==> config.mk <==
export PLATFORM = sky130hd
export DESIGN_NAME = des_key_sched
export DESIGN_NICKNAME = d
export VERILOG_FILES = /design/src/rtl/des_pkg.sv /design/src/rtl/des_key_table.sv /design/src/rtl/des_key_sched.sv
export SDC_FILE = /design/constraint.sdc
export NUM_CORES = 1
export LEC_CHECK = 0
export BUFFER_PORTS_ARGS = -buffer_cell sky130_fd_sc_hd__buf_2
export CAP_MARGIN = 15
export CORE_ASPECT_RATIO = 1.25
export CORE_MARGIN = 2
export CORE_UTILIZATION = 40
export CTS_CLUSTER_SIZE = 12
export DETAILED_ROUTE_END_ITERATION = 10
export PLACE_DENSITY = 0.6
export SLEW_MARGIN = 20
export SYNTH_ARGS = -nofsm -noshare
export SYNTH_HDL_FRONTEND = slang
export SYNTH_SLANG_ARGS = --single-unit
==> constraint.sdc <==
create_clock -name clk_in -period 7.2 [get_ports clk_in]
set_clock_uncertainty 0.2 [all_clocks]
set_input_delay 0 -clock clk_in [delete_from_list [all_inputs] [get_ports clk_in]]
set_output_delay 0 -clock clk_in [all_outputs]
set_load 0.02 [all_outputs]
==> src/rtl/des_pkg.sv <==
`default_nettype none
// ============================================================================
//  Module      : des_pkg
//  Description : Shared types, constants and helper functions for the DES
//                key schedule block: FSM state encoding, the PC-1 selection
//                table, the per-round left-shift schedule, a byte-wise odd
//                parity check and a 28-bit rotate-left helper.
//  Ports       : none (package)
//  Revision    : 1.0 - initial release
// ============================================================================
package des_pkg;

    typedef enum logic [1:0] {
        S_IDLE  = 2'd0,
        S_CHECK = 2'd1,
        S_GEN   = 2'd2,
        S_READY = 2'd3
    } state_t;

    // PC-1 in DES bit numbering (1 = MSB of the 64-bit key). Entry j gives
    // the source of output bit j+1, output bit 1 being bit 55 of {C,D}.
    localparam int PC1 [56] = '{
        57, 49, 41, 33, 25, 17,  9,
         1, 58, 50, 42, 34, 26, 18,
        10,  2, 59, 51, 43, 35, 27,
        19, 11,  3, 60, 52, 44, 36,
        63, 55, 47, 39, 31, 23, 15,
         7, 62, 54, 46, 38, 30, 22,
        14,  6, 61, 53, 45, 37, 29,
        21, 13,  5, 28, 20, 12,  4
    };

    // Left-rotate amount applied to C and D in each generation round.
    localparam int SHIFT_SCHED [16] = '{
        1, 1, 2, 2, 2, 2, 2, 2, 1, 2, 2, 2, 2, 2, 2, 1
    };

    // Every byte of the key must contain an odd number of ones.
    function automatic logic odd_parity_ok(input logic [63:0] key);
        logic ok;
        ok = 1'b1;
        for (int b = 0; b < 8; b++) begin
            if (!(^key[8*b +: 8])) begin
                ok = 1'b0;
            end
        end
        return ok;
    endfunction

    // Only rotations of 1 and 2 occur in the schedule; anything else passes
    // the value through unchanged.
    function automatic logic [27:0] rot28(input logic [27:0] x, input int amount);
        logic [27:0] res;
        case (amount)
            1:       res = {x[26:0], x[27]};
            2:       res = {x[25:0], x[27:26]};
            default: res = x;
        endcase
        return res;
    endfunction

    // Map the 64-bit key onto the 56-bit {C0,D0}; DES bit n lives at key[64-n].
    function automatic logic [55:0] pc1_perm(input logic [63:0] key);
        logic [55:0] res;
        res = '0;
        for (int j = 0; j < 56; j++) begin
            res[55-j] = key[64-PC1[j]];
        end
        return res;
    endfunction

endpackage : des_pkg
`default_nettype wire

==> src/rtl/des_key_table.sv <==
`default_nettype none
// ============================================================================
//  Module      : des_key_table
//  Description : DEPTH x WIDTH register file holding the rotated C/D halves.
//                One synchronous write port, one registered read port. The
//                read register gives the one-cycle request latency and keeps
//                its value between reads.
//  Ports       : clk_in, rst_n_in      clock / async active-low reset
//                i_wr_en/idx/data      write port
//                i_rd_en/idx           read request
//                o_rd_data             registered read data (resets to 0)
//  Revision    : 1.0 - initial release
// ============================================================================
module des_key_table #(
    parameter int DEPTH = 16,
    parameter int WIDTH = 56,
    parameter int IDX_W = 4
) (
    input  logic             clk_in,
    input  logic             rst_n_in,
    input  logic             i_wr_en,
    input  logic [IDX_W-1:0] i_wr_idx,
    input  logic [WIDTH-1:0] i_wr_data,
    input  logic             i_rd_en,
    input  logic [IDX_W-1:0] i_rd_idx,
    output logic [WIDTH-1:0] o_rd_data
);

    // Storage is not reset: validity is tracked by the controller.
    logic [WIDTH-1:0] r_mem [DEPTH];
    logic [WIDTH-1:0] r_rd_data;

    always_ff @(posedge clk_in) begin
        if (i_wr_en) begin
            r_mem[i_wr_idx] <= i_wr_data;
        end
    end

    always_ff @(posedge clk_in or negedge rst_n_in) begin
        if (!rst_n_in) begin
            r_rd_data <= '0;
        end else if (i_rd_en) begin
            r_rd_data <= r_mem[i_rd_idx];
        end
    end

    assign o_rd_data = r_rd_data;

endmodule : des_key_table
`default_nettype wire

==> src/rtl/des_key_sched.sv <==
`default_nettype none
// ============================================================================
//  Module      : des_key_sched
//  Description : DES sub-key responder. Accepts a 64-bit key, checks byte
//                parity, applies PC-1, then pre-computes the 16 rotated
//                {C_i,D_i} values into a table and serves indexed requests
//                with one cycle of latency.
//  Ports       : clk_in, rst_n_in             clock / async active-low reset
//                key_in_valid, key_in         key load (accepted if key_ready)
//                key_ready                    block can take a new key
//                check_valid, check_error_out parity result pulse / sticky flag
//                table_valid                  all table entries generated
//                req_valid_in, req_idx_in     sub-key request
//                req_ready                    request accepted (== table_valid)
//                sub_key_out, sub_key_idx_out served {C,D} and its index
//                sub_key_out_valid            one-cycle response pulse
//  Revision    : 1.0 - initial release
// ============================================================================
module des_key_sched
    import des_pkg::*;
#(
    parameter int NUM_ROUNDS = 16
) (
    input  logic        clk_in,
    input  logic        rst_n_in,
    input  logic        key_in_valid,
    input  logic [63:0] key_in,
    output logic        key_ready,
    output logic        check_valid,
    output logic        check_error_out,
    output logic        table_valid,
    input  logic        req_valid_in,
    input  logic [3:0]  req_idx_in,
    output logic        req_ready,
    output logic [55:0] sub_key_out,
    output logic [3:0]  sub_key_idx_out,
    output logic        sub_key_out_valid
);

    localparam int              IDX_W        = 4;
    localparam logic [IDX_W-1:0] c_last_round = IDX_W'(NUM_ROUNDS - 1);

    state_t             r_state;
    logic [63:0]        r_key;
    logic [55:0]        r_cd;
    logic [IDX_W-1:0]   r_round;
    logic               r_key_ready;
    logic               r_check_valid;
    logic               r_check_error;
    logic               r_table_valid;
    logic               r_sk_valid;
    logic [IDX_W-1:0]   r_sk_idx;

    logic               w_key_accept;
    logic               w_req_accept;
    logic               w_wr_en;
    logic [55:0]        w_cd_next;
    logic [55:0]        w_rd_data;

    assign w_key_accept = key_in_valid & r_key_ready;
    // The request is judged against the table state before this edge, so a
    // request arriving together with a new key still reads the old table.
    assign w_req_accept = req_valid_in & r_table_valid;
    assign w_wr_en      = (r_state == S_GEN);

    always_comb begin
        w_cd_next = {rot28(r_cd[55:28], SHIFT_SCHED[r_round]),
                     rot28(r_cd[27:0],  SHIFT_SCHED[r_round])};
    end

    always_ff @(posedge clk_in or negedge rst_n_in) begin
        if (!rst_n_in) begin
            r_state       <= S_IDLE;
            r_key         <= '0;
            r_cd          <= '0;
            r_round       <= '0;
            r_key_ready   <= 1'b1;
            r_check_valid <= 1'b0;
            r_check_error <= 1'b0;
            r_table_valid <= 1'b0;
            r_sk_valid    <= 1'b0;
            r_sk_idx      <= '0;
        end else begin
            r_check_valid <= 1'b0;
            r_sk_valid    <= w_req_accept;
            if (w_req_accept) begin
                r_sk_idx <= req_idx_in;
            end

            case (r_state)
                S_IDLE, S_READY: begin
                    if (w_key_accept) begin
                        r_key         <= key_in;
                        r_key_ready   <= 1'b0;
                        r_check_error <= 1'b0;
                        r_table_valid <= 1'b0;
                        r_state       <= S_CHECK;
                    end
                end
                S_CHECK: begin
                    r_check_valid <= 1'b1;
                    if (!odd_parity_ok(r_key)) begin
                        r_check_error <= 1'b1;
                        r_key_ready   <= 1'b1;
                        r_state       <= S_IDLE;
                    end else begin
                        r_cd    <= pc1_perm(r_key);
                        r_round <= '0;
                        r_state <= S_GEN;
                    end
                end
                S_GEN: begin
                    r_cd <= w_cd_next;
                    if (r_round == c_last_round) begin
                        r_round       <= '0;
                        r_table_valid <= 1'b1;
                        r_key_ready   <= 1'b1;
                        r_state       <= S_READY;
                    end else begin
                        r_round <= r_round + 1'b1;
                    end
                end
                default: begin
                    r_state <= S_IDLE;
                end
            endcase
        end
    end

    des_key_table #(
        .DEPTH (NUM_ROUNDS),
        .WIDTH (56),
        .IDX_W (IDX_W)
    ) u_table (
        .clk_in    (clk_in),
        .rst_n_in  (rst_n_in),
        .i_wr_en   (w_wr_en),
        .i_wr_idx  (r_round),
        .i_wr_data (w_cd_next),
        .i_rd_en   (w_req_accept),
        .i_rd_idx  (req_idx_in),
        .o_rd_data (w_rd_data)
    );

    assign key_ready         = r_key_ready;
    assign check_valid       = r_check_valid;
    assign check_error_out   = r_check_error;
    assign table_valid       = r_table_valid;
    assign req_ready         = r_table_valid;
    assign sub_key_out       = w_rd_data;
    assign sub_key_idx_out   = r_sk_idx;
    assign sub_key_out_valid = r_sk_valid;

endmodule : des_key_sched
`default_nettype wire

=== Word level (Yosys, flattened, before mapping) ===
Memories as Yosys holds them, arrays and structs flattened. A register that Yosys moved wholly into a read port is not among the register bits.
Cells that the tools add are included.

* Logic and storage cells: 78
* ROM bits: 512
* Register bits: 135
* Bits of input ports: 72
* Output and inout bits: 66
* Bits in writable memories: 896
* Memories: 2

* Add/sub/neg operators: 1
* Equal/unequal tests: 10
* Reduce and logical (&&, ||, !) cells: 20
* Bitwise operators: 3
* Muxes and demuxes: 31
* $lt $le $gt $ge: 1

{| class="wikitable"
|+ Memory list
! name !! depth !! bits a word !! read ports !! clocked after Yosys merged registers in !! wr ports !! line !! RTL
|-
| u_table.r_mem || 16 || 56 || 1 || 1 || 1 || des_key_table.sv:30 || <nowiki>logic [WIDTH-1:0] r_mem [DEPTH];</nowiki>
|-
| (no name shown) || 16 || 32 || 1 || 0 || 0 || des_key_sched.sv:68 || <nowiki>rot28(r_cd[27:0], SHIFT_SCHED[r_round])};</nowiki>
|}

{| class="wikitable"
|+ Operators by type and width
! kind !! number
|-
| 28-bit one-hot mux with 2 select lines || 2
|-
| 56-bit one-hot mux with 2 select lines || 1
|-
| 32-bit 2-to-1 mux || 2
|-
| 8-bit XOR reduction || 8
|-
| 56-bit 2-to-1 mux || 1
|-
| 32-bit by 1-bit equality test with 1-bit output (second input constant) || 1
|-
| 32-bit by 2-bit equality test with 1-bit output (second input constant) || 1
|-
| 1-bit 2-to-1 mux || 15
|-
| 3-bit AND reduction || 3
|-
| 4-bit 2-to-1 mux || 2
|-
| 2-bit inequality test (second input constant) || 4
|-
| 4-bit one-hot mux with 2 select lines || 1
|-
| 2-bit 2-to-1 mux || 3
|-
| 2-bit one-hot mux with 3 select lines || 1
|-
| 2-bit AND reduction || 3
|-
| 2-bit nonzero test || 3
|-
| 5-bit >= comparator (second input constant) || 1
|-
| 4-bit NOT with 5-bit output || 1
|-
| 4-bit by 1-bit adder with 4-bit output (second input constant) || 1
|-
| 2-bit equality test (second input constant) || 2
|-
| 4-bit equality test (second input constant) || 1
|-
| 1-bit one-hot mux with 2 select lines || 2
|-
| 1-bit one-hot mux with 3 select lines || 1
|-
| 1-bit AND || 2
|-
| 4 further kinds || 4
|}

=== Longest topological paths before layout ===
* Depth in word-level cells: 12
* Depth in mapped cells: 10
* Depth with buffers taken out: 8

=== Modules after synthesis ===
From an unflattened synthesis, not the netlist that was laid out.

* Cells, all modules: 2213
* Area, all modules: 42942.4 µm²

{| class="wikitable"
|+ Modules (own cells, without submodules)
! module !! cells an instance !! times used !! area an instance (µm²) !! seq. area each (µm²)
|-
| des_key_table || 1514 || 1 || 36053.3 || 28307.1
|-
| des_key_sched || 699 || 1 || 6889.1 || 3379.5
|}

=== Worst setup path before layout ===
Ideal clock, no wire load.

* Path kind: reg2reg
* Start: register r_state[0]
* End: memory u_table.r_mem[7][0] (enable)
* Setup slack: 1104 ps
* Data arrival time: 5358 ps
* Path buffers: 2
* Stages on the path, launching flop included: 7
* Cells stage by stage: dfrtp_1 > inv_1 > ha_1 > clkbuf_1 > clkbuf_1 > nand2_1 > nor3_1

* Word-level cells in the longest chain between the ends: 3

{| class="wikitable"
|+ Ends and longest elaborated chain
! what !! line !! RTL
|-
| start: declaration || des_key_sched.sv:43 || <nowiki>state_t r_state;</nowiki>
|-
| start signal: assignment || des_key_sched.sv:73 || <nowiki>r_state <= S_IDLE;</nowiki>
|-
| start signal: assignment || des_key_sched.sv:97 || <nowiki>r_state <= S_CHECK;</nowiki>
|-
| start signal: assignment || des_key_sched.sv:105 || <nowiki>r_state <= S_IDLE;</nowiki>
|-
| 2-bit equality test || des_key_sched.sv:64 || <nowiki>assign w_wr_en = (r_state == S_GEN);</nowiki>
|-
| net u_table.i_wr_en || des_key_table.sv:21 || <nowiki>input logic i_wr_en,</nowiki>
|-
| 1-bit 2-to-1 mux || des_key_table.sv:34 || <nowiki>if (i_wr_en) begin</nowiki>
|-
| 1-bit 2-to-1 mux (implied by the code) || des_key_table.sv:35 || <nowiki>r_mem[i_wr_idx] <= i_wr_data;</nowiki>
|-
| end: declaration || des_key_table.sv:30 ||
|}

The timed path passes the listed nets, and every way through them passes these cells.

=== Worst setup path after layout ===
* Start: register r_round[0]
* End: register r_cd[17]

* Word-level cells in the longest chain between the ends: 7

{| class="wikitable"
|+ Ends and longest elaborated chain
! what !! line !! RTL
|-
| start: declaration || des_key_sched.sv:46 || <nowiki>logic [IDX_W-1:0] r_round;</nowiki>
|-
| start signal: assignment || des_key_sched.sv:120 || <nowiki>r_round <= r_round + 1'b1;</nowiki>
|-
| 4-bit NOT with 5-bit output (implied by the code) (*) || des_key_sched.sv:68 ||
|-
| memory 16 x 32 bit (*) || n/a ||
|-
| 32-bit 2-to-1 mux (implied by the code) (*) (2 in series) || des_key_sched.sv:68 ||
|-
| 32-bit by 2-bit equality test with 1-bit output / 32-bit by 1-bit equality test with 1-bit output (equally long branches) || n/a ||
|-
| 28-bit one-hot mux with 2 select lines (*) || des_pkg.sv:54 || <nowiki>case (amount)</nowiki>
|-
| net u_table.i_wr_data[17] || des_key_table.sv:23 || <nowiki>input logic [WIDTH-1:0] i_wr_data,</nowiki>
|-
| 56-bit one-hot mux with 2 select lines (*) || des_key_sched.sv:90 || <nowiki>case (r_state)</nowiki>
|-
| end signal: assignment || des_key_sched.sv:107 || <nowiki>r_cd <= pc1_perm(r_key);</nowiki>
|-
| end signal: assignment || des_key_sched.sv:113 || <nowiki>r_cd <= w_cd_next;</nowiki>
|-
| end: declaration || des_key_sched.sv:45 || <nowiki>logic [55:0] r_cd;</nowiki>
|}

Mark *: on every way through the listed nets, which the timed path passes. The rest lies on a longest branch. The select of a mux whose other input is x is not followed.
A chain may end at the register's enable or synchronous reset.

==> summary.txt <==
CTS
  – Root Driver: clkbuf_16
  – Clock Path Buffers: 3
  – Clock sinks: 1,087
  – CTS tree: yes
  – Htree depth: 3
  – Clock slew at the register clock pins of the worst setup and hold paths: 0.06 ns
  – Clock Latency Late Sink: 0.70 ns
  – Cts bufs inserted: 107

Critical path
  – Data required, critical path: 7.60 ns
  – Sequence of cells on the critical path: inv_1, ha_1, nand2_1, o21a_1, o21a_4, buf_4, mux2i_2, mux2i_1, mux2i_1
  – Worst EP arrival: 4.48 ns
  – Crit-path max FO: 31
  – Slowest stage delay, CP: 0.84 ns
  – Worst Reg2Reg Path Length in Cells: 9
  – FF-to-FF setup slack: 3.13 ns
  – Worst Setup Start Kind: flip-flop
  – Worst reg2reg startpoint: r_round[0]
  – Worst path slowest cell: mux2i_2
  – Cell mode on critical path: mux2i_1
  – Reg-to-reg endpoint: r_cd[17]
  – CP Capture Type: flip-flop
  – Critical Setup Path Class: reg2reg

Floorplan
  – Core Rows: 134
  – Chip Width: 296.4 um
  – Initial Util: 0.4017
  – I/O Pins: 138
  – Die area: 109,600 sq um
  – Core area: 106,500 sq um
  – Die H: 369.6 um

Logic synthesis
  – FFs w/ async S/R, synth: 0.1757
  – Syn avg cell area: 21.09 sq um
  – Gate count of the mapped netlist: 2,028
  – Number of storage elements in the synthesis netlist: 1,087
  – Ys flop type: edfxtp_1
  – Syn_nets: 2,107
  – Synth Cell Area: 42,760 sq um
  – Yosys warning total: 0
  – Synth unique cells: 38
  – Yosys top cell area share: 0.6292
  – Post-synth top area cell: edfxtp_1
  – Synth top area cells: edfxtp_1, mux4_2, dfrtp_1, mux2i_1, mux2_2
  – Post-synthesis sequential area ratio: 0.7410
  – Post-synth EDFFs: 896

Timing
  – Final Slew Violations: 0
  – Tmin final: 4.072 ns
  – Rel. slew slack: 0.2370
  – Max Clk Rate: 245.6 MHz
  – Setup TNS: 0 ns
  – Unrepaired setup endpoints after global routing: false
  – Final Hold Fails: 0
  – Fin crit share: 0.5655
  – Setup slack after layout: 3.128 ns
  – Worst Tran Pin Value: 1.144 ns
  – Setup violators final: 0

Worst hold path
  – Worst Hold End: r_key[25]
  – HP Class: in2reg
  – Worst hold path stage count: 3
  – Hold_sp: key_in[25]

Cells and area
  – Commonest non-fill, non-tap cells in the layout: edfxtp_1, mux4_2, dfrtp_1
  – Fillers: 8,725
  – Final nets: 2,426
  – Synth-to-Final Area Change: 17.46%
  – Post-Layout Inst Area: 50,230 sq um
  – Commonest non-fill, non-tap cell in the layout: edfxtp_1
  – Layout cell share with drive strength beyond 1: 0.3084

Place
  – Post-DP HPWL: 60.50 mm
  – Dpl cell area: 45,450 sq um
  – Worst slack, placed: 2.905 ns
  – I/O Buffers: 137
  – RD Place Congestion: 0.7794

GRT
  – Vias in the first global route: 22,200
  – Total grt overflow: 0
  – GRT Total Usage: 0.1988
  – Largest net degree at the start of global routing: 118
  – First-pass GRT wire length: 155.3 mm
  – Initial antenna violation count: 5

Route
  – DR vias/cell: 5.400
  – Detailed-route wire length: 107.3 mm
  – DR iter-0 viols: 1,907
  – DRT Pass-1 Iters: 5
  – Post-DR wirelength/cell: 27.73 um
  – Detailed-route via count: 20,890
  – Remaining antenna violation count: 0
  – DRC errors left: 0

Power and ir drop
  – Peak VDD IR: 297.2 uV
  – Leakage Power: 17.31 nW
  – PwrDens: 354.3 nW/um^2

Run
  – MaxCap Viol Count: 0

Status
  – Status: completed
## kinds of logic after synthesis
family / after synthesis / share of synthesized area
DFF: 1087 / 0.7410
adders and majority gates: 7 / 0.002048
buffers and inverters: 168 / 0.01595
xor gates and xnor gates: 56 / 0.01147
and+or+nand+nor: 73 / 0.008251
muxes: 572 / 0.2127
AOI/OAI and AO/OA: 65 / 0.008632
## registers in the layout, summed over array words and instances, names as in the netlist
name,count
sub_key_idx_out,4
r_state,2
r_key,64
u_table.r_mem,896
check_valid,1
r_cd,56
check_error_out,1
r_round,4
req_ready,1
key_ready,1
u_table.o_rd_data,56
sub_key_out_valid,1
## Yosys cell counts, types with 2 or more instances
cell type / number
buf_2: 26
nand4_1: 2
inv_1: 65
a21oi_1: 24
buf_6: 2
ha_1: 7
and2_1: 7
buf_1: 11
nand3_1: 4
or3b_2: 2
mux4_2: 259
edfxtp_1: 896
nor3_1: 4
o31ai_1: 5
dfrtp_1: 190
o21a_1: 2
a31oi_1: 3
clkbuf_1: 63
nand2b_1: 2
mux2i_1: 211
nand2_1: 14
xnor2_1: 56
nor2_1: 33
o21ai_0: 25
mux2_2: 102
## layer usage
layer,up-vias,global-route usage,wire length [um]
met5,-,0,11
met4,2,0.06653,2931
met3,141,0.03105,6459
met2,714,0.3384,55110
met1,11220,0.2603,42780
li1,8817,-,-
## power breakdown
| group | internal (W) | leakage [nW] | switching [W] |
|---|---|---|---|
| combinational | 0.00138 | 5.09 | 0.00247 |
| clock | 0.00303 | 1.59 | 0.00230 |
| sequential | 0.00811 | 10.6 | 0.000509 |
| total | 0.0125 | 17.3 | 0.00528 |
## metrics by stage
step             util  instances  total power [W]  hold WS (ns)
2_1_floorplan       -       2028          0.01088       -0.4956
3_3_place_gp   0.4253       3528          0.01231       -0.1394
3_5_place_dp   0.4269       3532          0.01249       -0.1382
4_1_cts        0.4707       3866          0.01788       0.02056
5_1_grt        0.4717       3866          0.01849       0.04715
6_report       0.4718       3869          0.01779       0.05293
## what timing repair did
item,CTS,global route
buffers inserted,0,0
hold endpoints to repair,227,0
gates resized for setup,0,0
hold buffers,134,0
## area by class of cell
type | instances | area [sq um] | area share
clock inverters | 17 | 201.4 | 0.004011
repair buffers | 313 | 2472 | 0.04922
multi-input cells | 773 | 10720 | 0.2135
clock buffers | 183 | 3107 | 0.06185
flip-flops and latches | 1087 | 31690 | 0.6309
well taps | 1428 | 1787 | 0.03557
diodes | 3 | 7.507 | 0.0001495
inverters | 65 | 244.0 | 0.004858
## how the worst max path moves through the flow
stage          cells past startpoint  startpoint  slack [ns]                  end
2_1_floorplan                      6  r_state[0]        1.10  u_table.r_mem[7][0]
3_3_place_gp                       9  r_round[0]        3.22             r_cd[26]
6_report                           9  r_round[0]        3.13             r_cd[17]
4_1_cts                            9  r_round[0]        2.91             r_cd[17]
5_1_grt                            9  r_round[0]        2.94              r_cd[4]
3_5_place_dp                       9  r_round[0]        2.91             r_cd[17]
## worst max-delay path, delay by kind of cell, from the launching register on
family | cells | cell delay (ns)
multiplexers | 3 | 1.19
AND/OR/NAND/NOR | 1 | 0.20
flip-flops | 1 | 0.44
adder cells (fa/ha/maj) | 1 | 0.25
buffers and inverters | 2 | 0.90
AO/OA/AOI/OAI | 2 | 0.75
No activity file was read; power rests on OpenSTA's default activity.
